===== src/rtl/calc_entry_ctrl.sv =====
// calc_entry_ctrl: push-button entry of two BCD operands and an operator,
// handed to the ALU with a start/done handshake.
// Optional feature macro: DECREMENT_EN (adds btn_dec and decrement stepping).
module calc_entry_ctrl #(
    parameter int unsigned NDIG = 2,
    parameter int unsigned NOPS = 4,
    localparam int unsigned CW  = (NDIG > 1) ? $clog2(NDIG) : 1,
    localparam int unsigned W   = 4 * NDIG
) (
    input  logic          clk,
    input  logic          rst,
    input  logic          btn_inc,
    input  logic          btn_sel,
    input  logic          btn_enter,
`ifdef DECREMENT_EN
    input  logic          btn_dec,
`endif
    input  logic          alu_done,
    output logic [W-1:0]  operand_a,
    output logic [W-1:0]  operand_b,
    output logic [1:0]    op,
    output logic [CW-1:0] digit_sel,
    output logic [1:0]    state,
    output logic          alu_start,
    output logic          busy
);

    typedef enum logic [1:0] {
        S_A   = 2'd0,
        S_B   = 2'd1,
        S_OP  = 2'd2,
        S_RUN = 2'd3
    } state_t;

    localparam int unsigned B_ENTER = 0;
    localparam int unsigned B_SEL   = 1;
    localparam int unsigned B_INC   = 2;
`ifdef DECREMENT_EN
    localparam int unsigned B_DEC   = 3;
    localparam int unsigned NBTN    = 4;
`else
    localparam int unsigned NBTN    = 3;
`endif

    logic [NBTN-1:0] btn_raw;
    logic [NBTN-1:0] sync1;
    logic [NBTN-1:0] sync2;
    logic [NBTN-1:0] dly;
    logic [NBTN-1:0] edge_q;

    state_t          state_q;
    state_t          state_n;
    logic [W-1:0]    a_n;
    logic [W-1:0]    b_n;
    logic [W-1:0]    field;
    logic [1:0]      op_n;
    logic [CW-1:0]   sel_n;
    logic            start_n;
    logic            busy_n;

    logic            ev_enter;
    logic            ev_sel;
    logic            ev_inc;
`ifdef DECREMENT_EN
    logic            ev_dec;
`endif

`ifdef DECREMENT_EN
    assign btn_raw = {btn_dec, btn_inc, btn_sel, btn_enter};
`else
    assign btn_raw = {btn_inc, btn_sel, btn_enter};
`endif

    // Two-flop synchroniser, delay flop and registered rising-edge pulse per button
    always_ff @(posedge clk or posedge rst) begin
        if (rst) begin
            sync1  <= '0;
            sync2  <= '0;
            dly    <= '0;
            edge_q <= '0;
        end else begin
            sync1  <= btn_raw;
            sync2  <= sync1;
            dly    <= sync2;
            edge_q <= sync2 & ~dly;
        end
    end

    assign ev_enter = edge_q[B_ENTER];
    assign ev_sel   = edge_q[B_SEL];
    assign ev_inc   = edge_q[B_INC];
`ifdef DECREMENT_EN
    assign ev_dec   = edge_q[B_DEC];
`endif

    function automatic logic [3:0] bcd_inc(input logic [3:0] d);
        return (d == 4'd9) ? 4'd0 : d + 4'd1;
    endfunction

`ifdef DECREMENT_EN
    function automatic logic [3:0] bcd_dec(input logic [3:0] d);
        return (d == 4'd0) ? 4'd9 : d - 4'd1;
    endfunction
`endif

    // State and datapath register
    always_ff @(posedge clk or posedge rst) begin
        if (rst) begin
            state_q   <= S_A;
            operand_a <= '0;
            operand_b <= '0;
            op        <= '0;
            digit_sel <= '0;
            alu_start <= 1'b0;
            busy      <= 1'b0;
        end else begin
            state_q   <= state_n;
            operand_a <= a_n;
            operand_b <= b_n;
            op        <= op_n;
            digit_sel <= sel_n;
            alu_start <= start_n;
            busy      <= busy_n;
        end
    end

    // Next-state and next-value logic; if/else chain gives enter > sel > inc > dec
    always_comb begin
        state_n = state_q;
        a_n     = operand_a;
        b_n     = operand_b;
        op_n    = op;
        sel_n   = digit_sel;
        start_n = 1'b0;
        busy_n  = busy;
        field   = (state_q == S_B) ? operand_b : operand_a;

        case (state_q)
            S_A, S_B: begin
                if (ev_enter) begin
                    state_n = (state_q == S_A) ? S_B : S_OP;
                    sel_n   = '0;
                end else if (ev_sel) begin
                    sel_n = (digit_sel == CW'(NDIG - 1)) ? '0 : digit_sel + CW'(1);
                end else if (ev_inc) begin
                    for (int unsigned i = 0; i < NDIG; i++) begin
                        if (digit_sel == CW'(i)) field[4*i +: 4] = bcd_inc(field[4*i +: 4]);
                    end
`ifdef DECREMENT_EN
                end else if (ev_dec) begin
                    for (int unsigned i = 0; i < NDIG; i++) begin
                        if (digit_sel == CW'(i)) field[4*i +: 4] = bcd_dec(field[4*i +: 4]);
                    end
`endif
                end
                if (state_q == S_A) a_n = field;
                else                b_n = field;
            end
            S_OP: begin
                if (ev_enter) begin
                    state_n = S_RUN;
                    start_n = 1'b1;
                    busy_n  = 1'b1;
                end else if (ev_inc && !ev_sel) begin
                    op_n = (op == 2'(NOPS - 1)) ? 2'd0 : op + 2'd1;
`ifdef DECREMENT_EN
                end else if (ev_dec && !ev_sel) begin
                    op_n = (op == 2'd0) ? 2'(NOPS - 1) : op - 2'd1;
`endif
                end
            end
            S_RUN: begin
                // done is only honoured once the start pulse has been seen
                if (!alu_start && alu_done) begin
                    state_n = S_A;
                    a_n     = '0;
                    b_n     = '0;
                    op_n    = '0;
                    sel_n   = '0;
                    busy_n  = 1'b0;
                end
            end
            default: state_n = S_A;
        endcase
    end

    assign state = state_q;

endmodule


===== config.mk =====
export PLATFORM = sky130hd
export DESIGN_NAME = calc_entry_ctrl
export DESIGN_NICKNAME = d
export VERILOG_FILES = /design/src/rtl/calc_entry_ctrl.sv
export SDC_FILE = /design/constraint.sdc
export NUM_CORES = 1
export LEC_CHECK = 0
export BUFFER_PORTS_ARGS = -buffer_cell sky130_fd_sc_hd__buf_2
export CELL_PAD_IN_SITES_DETAIL_PLACEMENT = 1
export CELL_PAD_IN_SITES_GLOBAL_PLACEMENT = 1
export CORE_MARGIN = 4
export CORE_UTILIZATION = 47
export CTS_CLUSTER_DIAMETER = 60
export DETAILED_ROUTE_END_ITERATION = 10
export PLACE_DENSITY_LB_ADDON = 0.1
export SETUP_SLACK_MARGIN = 0.3
export SLEW_MARGIN = 20
export SYNTH_ARGS = -nofsm -noshare
export SYNTH_HDL_FRONTEND = slang
export SYNTH_SLANG_ARGS = --single-unit

===== constraint.sdc =====
create_clock -name clk -period 3 [get_ports clk]
set_input_delay 0.3 -clock clk [delete_from_list [all_inputs] [get_ports clk]]
set_output_delay 0.3 -clock clk [all_outputs]
set_load 0.02 [all_outputs]

==> results of run 1 <==
[layer usage]
layer  track usage  vias to the layer above  wire length [um]
li1              -                      647                 -
met1         0.254                      707              1890
met2         0.389                       28              2440
met3        0.0697                       11               183
met4        0.0852                        0                92
met5             0                        -                 0
[cells in the final DEF, fill, tap and decap left out, drive strengths merged, types with 7 or more instances in the layout]
| cell type | instances |
|---|---|
| dfrtp | 35 |
| a22o | 9 |
| o31ai | 7 |
| mux2i | 8 |
| mux2 | 7 |
| o21ai | 9 |
| nand2 | 10 |
| inv | 9 |
| buf | 33 |
[timing repair]
action	4_1_cts	5_1_grt
endpoints found under the hold margin	0	0
gates resized for setup	0	1
setup buffers	0	0
setup endpoints to repair	0	1
[sequential cells by signal, summed over array words and instances (netlist names), 2 cells and up]
register and count:
edge_q 3, sync2 3, operand_a 8, sync1 3, state 2, operand_b 8
dly 3, op 2
[kinds of logic (layout without fill, tap and decap cells)]
family / Yosys count / after routing
compound gates: 40 / 40
xor+xnor: 2 / 2
fa+ha+maj: 6 / 6
buf+inv: 14 / 49
flops: 35 / 35
mux: 15 / 15
simple gates: 45 / 45
[stage by stage]
stage / util / std cells
4_1_cts: 0.596 / 238
3_5_place_dp: 0.563 / 230
6_report: 0.597 / 238
5_1_grt: 0.597 / 238
2_1_floorplan: - / 157
3_3_place_gp: 0.563 / 230
[how the worst max path moves through the flow]
stage | from | end | slack [ns] | cells after the start
2_1_floorplan | state[1]$_DFFE_PP0P_ | operand_b[3]$_DFFE_PP0P_ | 0.90 | 6
3_3_place_gp | state[1]$_DFFE_PP0P_ | operand_b[7]$_DFFE_PP0P_ | 0.71 | 7
3_5_place_dp | state[1]$_DFFE_PP0P_ | operand_b[7]$_DFFE_PP0P_ | 0.63 | 7
4_1_cts | state[1]$_DFFE_PP0P_ | operand_b[7]$_DFFE_PP0P_ | 0.60 | 7
5_1_grt | state[1]$_DFFE_PP0P_ | operand_a[6]$_DFFE_PP0P_ | 0.36 | 7
6_report | state[1]$_DFFE_PP0P_ | operand_a[7]$_DFFE_PP0P_ | 0.58 | 7
[power by group through the flow]
stage               clock [uW]  combinational (uW)  sequential, uW
detailed placement           0                 986             704
CTS                        448                1000             698
global placement             0                 943             688
global route               478                1080             715
finish                     442                 995             696
floorplan                    0                 555             787
[Yosys cell counts (2+ instances only)]
cell      number
dfrtp_1       35
nand2_1       10
a22o_1         9
inv_1          8
mux2i_1        8
o21ai_0        8
o31ai_1        7
ha_1           6
mux2_2         6
nor2b_1        6
nor2_1         5
nand2b_1       4
buf_2          3
clkbuf_1       3
nor3_1         3
a21oi_1        2
a31oi_1        2
a32o_1         2
a32oi_1        2
and2_1         2
nand3_1        2
nor4_1         2
o211ai_1       2
[cell type report]
type                    count  area [um2]  area share
clock inverters             3        47.5      0.0230
flip-flops and latches     35         876       0.423
well taps                  46        57.6      0.0278
clock buffers               5        68.8      0.0333
repair buffers             33         178      0.0859
multi-input cells         108         812       0.392
inverters                   8        30.0      0.0145
[critical path: cells and delay by family, from the launching register on]
| family | cells | cell delay (ns) |
|---|---|---|
| simple gates | 1 | 0.23 |
| mux | 1 | 0.38 |
| buf+inv | 2 | 0.40 |
| compound gates | 2 | 0.35 |
| flops | 1 | 0.46 |
| fa+ha+maj | 1 | 0.48 |
==> run metrics, run 1 <==
Async SR Flop Fraction=1.00; grt total ovfl=0; Total Wirelength=4.61 mm; full die area=0.00475 mm2; Sw Pwr=934 uW; crit path kind=register to register; largest cells by area after synthesis=dfrtp_1 50%, mux2i_1 4.6%, a22o_1 4.5%; CTS sink cnt=35; setup total negative slack=0 ns; Worst R2R Setup Slack=0.58 ns; Post-Synth XOR/XNOR Area=0.0101; Final setup violation count=0; share of the synthesized area in the top cell type=0.503; unrepaired setup endpoints after global routing=no; Routed WL per cell=19.4 um; mux cell area share after synthesis=0.0933; vias per cell=5.85; critical-path cell list=inv_1, ha_1, buf_4, mux2_2, nor4_1, a21oi_1, o31ai_1; Peak Freq=414 MHz; largest net degree at the start of global routing=21; r2r worst-path depth=7; Final Hold Vio Count=0; CTS Buffer Depth=2; Slew headroom=0.578; largest area contributor in the netlist=dfrtp_1; vias in the first global route=1504; CTS Buf Count=5; Antenna Diode Count=0; Fillers=393; Area growth, synth to finish=18.7%; Lkg Pwr=0.000977 uW; largest family of logic cells by synthesized area=compound AO/OA/AOI/OAI gates; Placeable Area=0.00347 mm2; Setup crit end kind=register; RR Startpoint=state[1]$_DFFE_PP0P_; Gate Count Post-Synth=157; Post-Synthesis Cell Area=0.00174 mm2; sequential fraction of the synthesis area=0.503; CTS root buffer=clkbuf_8; total of max-cap violations=0; dpl hpwl=3.36 mm; chip width=68.9 um; outcome=complete, no violations; Adder-Cell Fraction of Synth Area=0.0431; final worst setup slack=0.582 ns; Worst Tran Pin Value=0.628 ns; Max stage delay on crit path=0.48 ns; port buffer count=28; Simple-Gate Fraction of Synth Area=0.149; layout cells sized above 1=0.266; Pint=1200 uW; top_reg_cell synth=dfrtp_1; Clock Latency Late Sink=0.30 ns; WP data required=3.20 ns; crit path max-delay cell type=ha_1; Power Total=2130 uW; post-route ant nets=0; Final #Nets=203; Post-synth EDFFs=0; Clock power frac=0.207; initial antenna violation count=0; 1st-iter DRT viols=97; wire length of the first global-routing pass=7.53 mm; Final Cycle Share=0.806; Net Count, Synth=169; dpl ws=0.631 ns; vias post-DR=1393; hold crit path type=input port to async pin; combinational power share=0.466; TritonRoute pass-1 iters=4; CTS tree=yes; Net Sw Frac=0.438; hold buffers post-CTS=0; synth unique cells=43; # rows=21; Hold WS=0.0722 ns; gp weighted congestion=0.933; VDD IR max=0.654 mV; Final Max Slew Viols=0; fin area=0.00207 mm2; Worst EP arrival=2.62 ns; Initial Util=0.503; CP Launch Type=register; Reg-to-Reg End=operand_a[7]$_DFFE_PP0P_; Clk pin slew, worst setup/hold paths=0.08 ns; Chip Height=68.9 um; sequential group share of total power=0.326; crit-path max FO=13; Clock Skews=0.00741 ns; post-synthesis compound-gate area fraction=0.169; Post-route DRC=0; Avg Inst Size Synth=11.1 um2; fin crit period=2.42 ns; PwrDens=1030 mW/mm2; placed cell areas=0.00195 mm2; gr usage total=0.223; Yosys reg bits=35; Yosys warning total=0; io pins=29; htree depth=2
No activity file was read; power rests on OpenSTA's default activity.
==> run 2: changes to the inputs <==
--- a/config.mk
+++ b/config.mk
@@ -9,7 +9,7 @@
 export CELL_PAD_IN_SITES_DETAIL_PLACEMENT = 1
 export CELL_PAD_IN_SITES_GLOBAL_PLACEMENT = 1
 export CORE_MARGIN = 4
-export CORE_UTILIZATION = 47
+export CORE_UTILIZATION = 43
 export CTS_CLUSTER_DIAMETER = 60
 export DETAILED_ROUTE_END_ITERATION = 10
 export PLACE_DENSITY_LB_ADDON = 0.1
==> constraint.sdc (replaced) <==
create_clock -name clk -period 2.4 [get_ports clk]
set_input_delay 0.24 -clock clk [delete_from_list [all_inputs] [get_ports clk]]
set_output_delay 0.24 -clock clk [all_outputs]
set_load 0.02 [all_outputs]
==> run 2 against run 1 <==
Effect of this change:
- die area up 8.2%
- core utilization down 3.3 points
- maximum frequency up 20%
- total power up 25%
- clock power up 2%
- flip-flop and latch count unchanged
- critical path type unchanged
==> run metrics, run 2 (synthesized netlist as in run 1, its figures left out) <==
crit path kind=register to register (unchanged); wire length of the first global-routing pass=7.78 mm (was 7.53 mm); chip width=71.7 um (was 68.9 um); crit path max-delay cell type=dfrtp_2 (was ha_1); layout cells sized above 1=0.330 (was 0.266); TritonRoute pass-1 iters=4 (unchanged); outcome=complete, no violations (unchanged); WP data required=2.57 ns (was 3.20 ns); Final Max Slew Viols=0 (unchanged); vias in the first global route=1568 (was 1504); Lkg Pwr=0.000989 uW (was 0.000977 uW); Antenna Diode Count=0 (unchanged); r2r worst-path depth=7 (unchanged); Clock Skews=0.00619 ns (was 0.00741 ns); gp weighted congestion=0.860 (was 0.933); Total Wirelength=4.58 mm (was 4.61 mm); vias per cell=5.80 (was 5.85); CTS Buf Count=5 (unchanged); 1st-iter DRT viols=67 (was 97); Placeable Area=0.00380 mm2 (was 0.00347 mm2); Area growth, synth to finish=22.8% (was 18.7%); Clock Latency Late Sink=0.29 ns (was 0.30 ns); CTS tree=yes (unchanged); CP Launch Type=register (unchanged); Post-route DRC=0 (unchanged); initial antenna violation count=0 (unchanged); Setup crit end kind=register (unchanged); hold crit path type=input port to async pin (unchanged); critical-path cell list=inv_2, ha_4, buf_6, mux2_2, a211o_1, a32oi_1, o31ai_1 (was inv_1, ha_1, buf_4, mux2_2, nor4_1, a21oi_1, o31ai_1); Fillers=426 (was 393); most frequent cells in the layout=34 x dfrtp_1, 28 x buf_2, 10 x nand2_1, 9 x a22o_1, 9 x buf_4 (was 35 x dfrtp_1, 28 x buf_2, 10 x nand2_1, 9 x a22o_1); Final Cycle Share=0.837 (was 0.806); largest net degree at the start of global routing=36 (was 21); port buffer count=28 (unchanged); Largest regs=operand_a (8), operand_b (8) (unchanged); most common cell after layout, fill and taps aside=dfrtp_1 (unchanged); Final #Nets=208 (was 203); Worst path depth=7 (unchanged); full die area=0.00514 mm2 (was 0.00475 mm2); CTS sink cnt=35 (unchanged); Max stage delay on crit path=0.45 ns (was 0.48 ns); Worst Tran Pin Value=0.579 ns (was 0.628 ns); CTS Buffer Depth=2 (unchanged); crit-path max FO=10 (was 13); # rows=22 (was 21); fin crit period=2.01 ns (was 2.42 ns); dpl hpwl=3.26 mm (was 3.36 mm); Chip Height=71.7 um (was 68.9 um); Initial Util=0.459 (was 0.503); Routed WL per cell=18.7 um (was 19.4 um); Worst path top cell family by delay=compound AO/OA/AOI/OAI gates (was adder cells); vias post-DR=1420 (was 1393); post-route ant nets=0 (unchanged); htree depth=2 (unchanged); Slew headroom=0.611 (was 0.578); fin util=0.564 (was 0.597); unrepaired setup endpoints after global routing=no (unchanged); PwrDens=1250 mW/mm2 (was 1030 mW/mm2); Final setup violation count=0 (unchanged); total of max-cap violations=0 (unchanged); CTS root buffer=clkbuf_8 (unchanged); io pins=29 (unchanged); hold buffers post-CTS=0 (unchanged); Peak Freq=498 MHz (was 414 MHz); Worst Path Buf+Inv=2 (unchanged); Final Hold Vio Count=0 (unchanged); Clk pin slew, worst setup/hold paths=0.08 ns (about the same); Worst EP arrival=2.18 ns (was 2.62 ns); grt total ovfl=0 (unchanged); gr usage total=0.192 (was 0.223); setup total negative slack=0 ns (unchanged); VDD IR max=0.639 mV (was 0.654 mV)
==> run 2: tightest hold or removal path, stage by stage <==
cell	delay (ns)
buf_2	0.09
inv_1	0.05
buf_4	0.40
==> run 2: path summary, 6_finish.rpt <==
check	startpoint	end	slack (ns)
worst min-delay path	rst	operand_a[4]$_DFFE_PP0P_	0.05
worst max-delay path	state[1]$_DFFE_PP0P_	operand_b[7]$_DFFE_PP0P_	0.39
max in group asynchronous	rst	state[1]$_DFFE_PP0P_	2.01
min in group clk	btn_sel	sync1[1]$_DFF_PP0_	0.05
worst max register to register	state[1]$_DFFE_PP0P_	operand_b[7]$_DFFE_PP0P_	0.39
worst min register to register	sync1[1]$_DFF_PP0_	sync2[1]$_DFF_PP0_	0.36
==> run 2: power by group <==
part	internal, uW	leakage [uW]	switching (uW)
clock	207	0.0000408	243
combinational	543	0.000499	798
sequential	721	0.000450	158
total	1470	0.000989	1200
==> run 2: metrics by stage <==
stage               cell area (um2)  hold WS (ns)  setup slack [ns]  cells  power, uW
global route                   2140        0.0380             0.264    245       2860
global placement               1990         0.331             0.277    236       2070
detailed placement             1990         0.342             0.127    236       2130
finish                         2140        0.0453             0.392    245       2670
CTS                            2110        0.0384             0.329    244       2640
floorplan                      1740         0.271             0.312    157       1680
==> run 2: metal layers <==
metal  part of all wire  routed length [um]  up-vias  GRT usage
met4              0.014                  63        0     0.0605
met1               0.43                1960      734      0.226
li1                   -                   -      654          -
met2               0.52                2390       25      0.340
met5                  0                   0        -          0
met3              0.037                 171        7     0.0505
==> run 2: final cells by class <==
cell class | count | area (um2) | area share
inverters | 8 | 30.0 | 0.0140
clock inverters | 3 | 23.8 | 0.0111
repair buffers | 38 | 219 | 0.102
clock buffers | 5 | 68.8 | 0.0321
multi-input cells | 108 | 862 | 0.403
well taps | 48 | 60.1 | 0.0281
flip-flops and latches | 35 | 877 | 0.410
==> run 2: repair_timing <==
action                                  in CTS  in global routing
pin swaps                                    0                  1
hold endpoints to repair                     0                  0
buffers inserted                             0                  1
endpoints found under the setup margin       9                 10
cloned                                       0                  0
gates resized for setup                      5                  7
==> run 3: changes to the inputs <==
--- a/config.mk
+++ b/config.mk
@@ -5,11 +5,12 @@
 export SDC_FILE = /design/constraint.sdc
 export NUM_CORES = 1
 export LEC_CHECK = 0
+export ABC_AREA = 1
 export BUFFER_PORTS_ARGS = -buffer_cell sky130_fd_sc_hd__buf_2
 export CELL_PAD_IN_SITES_DETAIL_PLACEMENT = 1
 export CELL_PAD_IN_SITES_GLOBAL_PLACEMENT = 1
 export CORE_MARGIN = 4
-export CORE_UTILIZATION = 43
+export CORE_UTILIZATION = 37
 export CTS_CLUSTER_DIAMETER = 60
 export DETAILED_ROUTE_END_ITERATION = 10
 export PLACE_DENSITY_LB_ADDON = 0.1
==> constraint.sdc (replaced) <==
create_clock -name clk -period 1.8 [get_ports clk]
set_input_delay 0.18 -clock clk [delete_from_list [all_inputs] [get_ports clk]]
set_output_delay 0.18 -clock clk [all_outputs]
set_load 0.02 [all_outputs]
==> run 3 against run 2 <==
Effect of this change:
- die area increased by 17%
- synthesized area increased by 2.6%
- register-to-register slack got worse by 0.26 ns
- sequential share of layout area decreased by 7.5 points
- total power increased by 55%
- wire length increased by 17%
- non-clock buffer count increased by 20
- highest routed layer unchanged
- critical path type unchanged
- core utilization decreased by 0.36 points
==> run metrics, run 3 <==
leading cell type by number of instances after synthesis=nand2_1 (was dfrtp_1); Post-synth EDFFs=0 (unchanged); # rows=25 (was 22); WP data required=2.02 ns (was 2.57 ns); port buffer count=28 (unchanged); Largest regs=operand_a (8), operand_b (8) (unchanged); crit path max-delay cell type=dfrtp_2 (unchanged); gr usage total=0.185 (was 0.192); largest net degree at the start of global routing=36 (unchanged); most frequent cells in the layout=55 x nand2_1, 33 x dfrtp_1, 28 x buf_2, 18 x inv_1, 17 x buf_4 (was 34 x dfrtp_1, 28 x buf_2, 10 x nand2_1, 9 x a22o_1, 9 x buf_4); Area growth, synth to finish=47.0% (was 22.8%); largest area contributor in the netlist=dfrtp_1 (unchanged); crit path kind=register to register (unchanged); Setup crit end kind=register (unchanged); crit-path max FO=8 (was 10); io pins=29 (unchanged); share of the synthesized area in the top cell type=0.490 (was 0.503); Clock Latency Late Sink=0.29 ns (about the same); layout cells sized above 1=0.452 (was 0.330); 1st-iter DRT viols=70 (was 67); vias in the first global route=1765 (was 1568); setup total negative slack=0 ns (unchanged); TritonRoute pass-1 iters=4 (unchanged); Antenna Diode Count=0 (unchanged); Final Hold Vio Count=0 (unchanged); met2 Track Usage GR=0.321 (was 0.340); vias post-DR=1682 (was 1420); Total Wirelength=5.38 mm (was 4.58 mm); total of max-cap violations=0 (unchanged); r2r worst-path depth=11 (was 7); placed cell areas=0.00205 mm2 (was 0.00199 mm2); Max stage delay on crit path=0.45 ns (about the same); Final #Nets=292 (was 208); CTS sink cnt=35 (unchanged); Placeable Area=0.00469 mm2 (was 0.00380 mm2); RR Startpoint=state[0]$_DFFE_PP0P_ (was state[1]$_DFFE_PP0P_); Net Count, Synth=228 (was 169); Slew headroom=0.703 (was 0.611); Gate Count Post-Synth=216 (was 157); CTS Buffer Depth=2 (unchanged); Yosys warning total=0 (unchanged); CTS Buf Count=5 (unchanged); GR Util met1=0.230 (was 0.226); largest cells by area after synthesis=dfrtp_1 49%, nand2_1 14%, inv_1 4.6% (was dfrtp_1 50%, mux2i_1 4.6%, a22o_1 4.5%); Clock Skews=0.00991 ns (was 0.00619 ns); Clk pin slew, worst setup/hold paths=0.08 ns (about the same); Post-Synthesis Cell Area=0.00179 mm2 (was 0.00174 mm2); outcome=complete, no violations (unchanged); CP Launch Type=register (unchanged); Final Max Slew Viols=0 (unchanged); VDD IR max=0.528 mV (was 0.639 mV); htree depth=2 (unchanged); Synth top cells by count=69 x nand2_1, 35 x dfrtp_1, 22 x inv_1, 19 x nor2_1 (was 35 x dfrtp_1, 10 x nand2_1, 9 x a22o_1); Worst EP arrival=1.89 ns (was 2.18 ns); sequential fraction of the synthesis area=0.490 (was 0.503); grt peak-use layer=met2 (unchanged); Avg Inst Size Synth=8.28 um2 (was 11.1 um2); Lkg Pwr=0.00136 uW (was 0.000989 uW); met3 usage=0.0360 (was 0.0505); top_reg_cell synth=dfrtp_1 (unchanged); gp weighted congestion=0.763 (was 0.860); Initial Util=0.381 (was 0.459); post-route ant nets=0 (unchanged); PwrDens=1570 mW/mm2 (was 1250 mW/mm2); initial antenna violation count=0 (unchanged); unrepaired setup endpoints after global routing=yes (was no); Hold Crit Endpoint=busy$_DFFE_PP0P_; CTS root buffer=clkbuf_8 (unchanged); Reg-to-Reg End=operand_a[2]$_DFFE_PP0P_ (was operand_b[7]$_DFFE_PP0P_); vias per cell=5.02 (was 5.80); critical-path cell list=ha_4, buf_12, clkinv_8, nand2_4, nand2_4, inv_2, nor2_4, nand2_2, nand2_2, nand3_2, o21ai_1 (was inv_2, ha_4, buf_6, mux2_2, a211o_1, a32oi_1, o31ai_1); Final Cycle Share=0.927 (was 0.837); wire length of the first global-routing pass=8.65 mm (was 7.78 mm); Worst Tran Pin Value=0.445 ns (was 0.579 ns); Worst R2R Setup Slack=0.13 ns (was 0.39 ns); synth unique cells=24 (was 43); hold crit path type=input port to register (was input port to async pin); Chip Height=77.5 um (was 71.7 um); most common cell after layout, fill and taps aside=nand2_1 (was dfrtp_1); fin area=0.00263 mm2 (was 0.00214 mm2); chip width=77.5 um (was 71.7 um); Peak Freq=600 MHz (was 498 MHz); full die area=0.00601 mm2 (was 0.00514 mm2); Async SR Flop Fraction=1.00 (unchanged); Fillers=566 (was 426); Hold Crit Start=alu_done; Final setup violation count=0 (unchanged); Yosys reg bits=35 (unchanged); fin crit period=1.67 ns (was 2.01 ns); CTS tree=yes (unchanged); Routed WL per cell=16.1 um (was 18.7 um); Hold Crit Depth=4; dpl hpwl=3.17 mm (was 3.26 mm); Post-route DRC=0 (unchanged); grt total ovfl=0 (unchanged)
[run 3: metal layers]
layer,up-vias,part of all wire
met1,828,0.44
met2,31,0.51
met5,-,0
met3,13,0.025
li1,810,-
met4,0,0.027
[run 3: repair_timing]
item / CTS / global route
resized for setup: 33 / 38
endpoints found under the setup margin: 19 / 21
pin swaps: 16 / 27
endpoints found under the hold margin: 30 / 0
hold buffers: 4 / 0
buffers inserted: 18 / 4
[run 3: cell type report]
cell class	instances	area [um2]	share of cell area
Multi-Input combinational cell	151	1020	0.387
Sequential cell	35	878	0.334
Timing Repair Buffer	58	430	0.164
Inverter	29	141	0.0538
Clock buffer	5	68.8	0.0262
Tap cell	54	67.6	0.0257
Clock inverter	3	25.0	0.00952
[run 3: how the worst max path moves through the flow]
stage / startpoint / endpoint / slack (ns) / cells after the start
2_1_floorplan: state[1]$_DFFE_PP0P_ / operand_a[3]$_DFFE_PP0P_ / 0.27 / 10
3_3_place_gp: state[1]$_DFFE_PP0P_ / operand_b[2]$_DFFE_PP0P_ / 0.18 / 10
3_5_place_dp: state[1]$_DFFE_PP0P_ / operand_b[0]$_DFFE_PP0P_ / 0.12 / 9
4_1_cts: state[1]$_DFFE_PP0P_ / operand_a[7]$_DFFE_PP0P_ / 0.18 / 11
5_1_grt: state[0]$_DFFE_PP0P_ / operand_a[2]$_DFFE_PP0P_ / 0.03 / 11
6_report: state[0]$_DFFE_PP0P_ / operand_a[2]$_DFFE_PP0P_ / 0.13 / 11
[run 3: logic make-up after synthesis]
logic type / after synthesis / share of synthesized area
and+or+nand+nor: 119 / 0.314
DFF: 35 / 0.490
adders and majority gates: 6 / 0.0420
buffers and inverters: 30 / 0.0672
AOI/OAI and AO/OA: 26 / 0.0868
[run 3: power by group]
group	leakage, uW	internal [uW]	total [uW]	switching [uW]
registers	0.000451	942	1110	164
clock network	0.0000443	277	596	319
logic	0.000861	989	2430	1440
[run 3: worst max-delay path, delay by kind of cell (launching register included)]
family,cells,cell delay [ns]
and+or+nand+nor,6,0.56
DFF,1,0.45
buffers and inverters,3,0.24
adders and majority gates,1,0.20
AOI/OAI and AO/OA,1,0.13
[run 3: through the flow]
step	instances	util	power [uW]	hold slack (ns)	setup slack, ns
after global placement	301	0.437	2740	0.288	0.180
final	335	0.560	4130	0.332	0.132
after global routing	335	0.560	4420	0.348	0.0329
after detailed placement	301	0.437	2760	0.290	0.122
after CTS	331	0.523	3880	0.333	0.180
after floorplan	216	-	2220	0.211	0.267
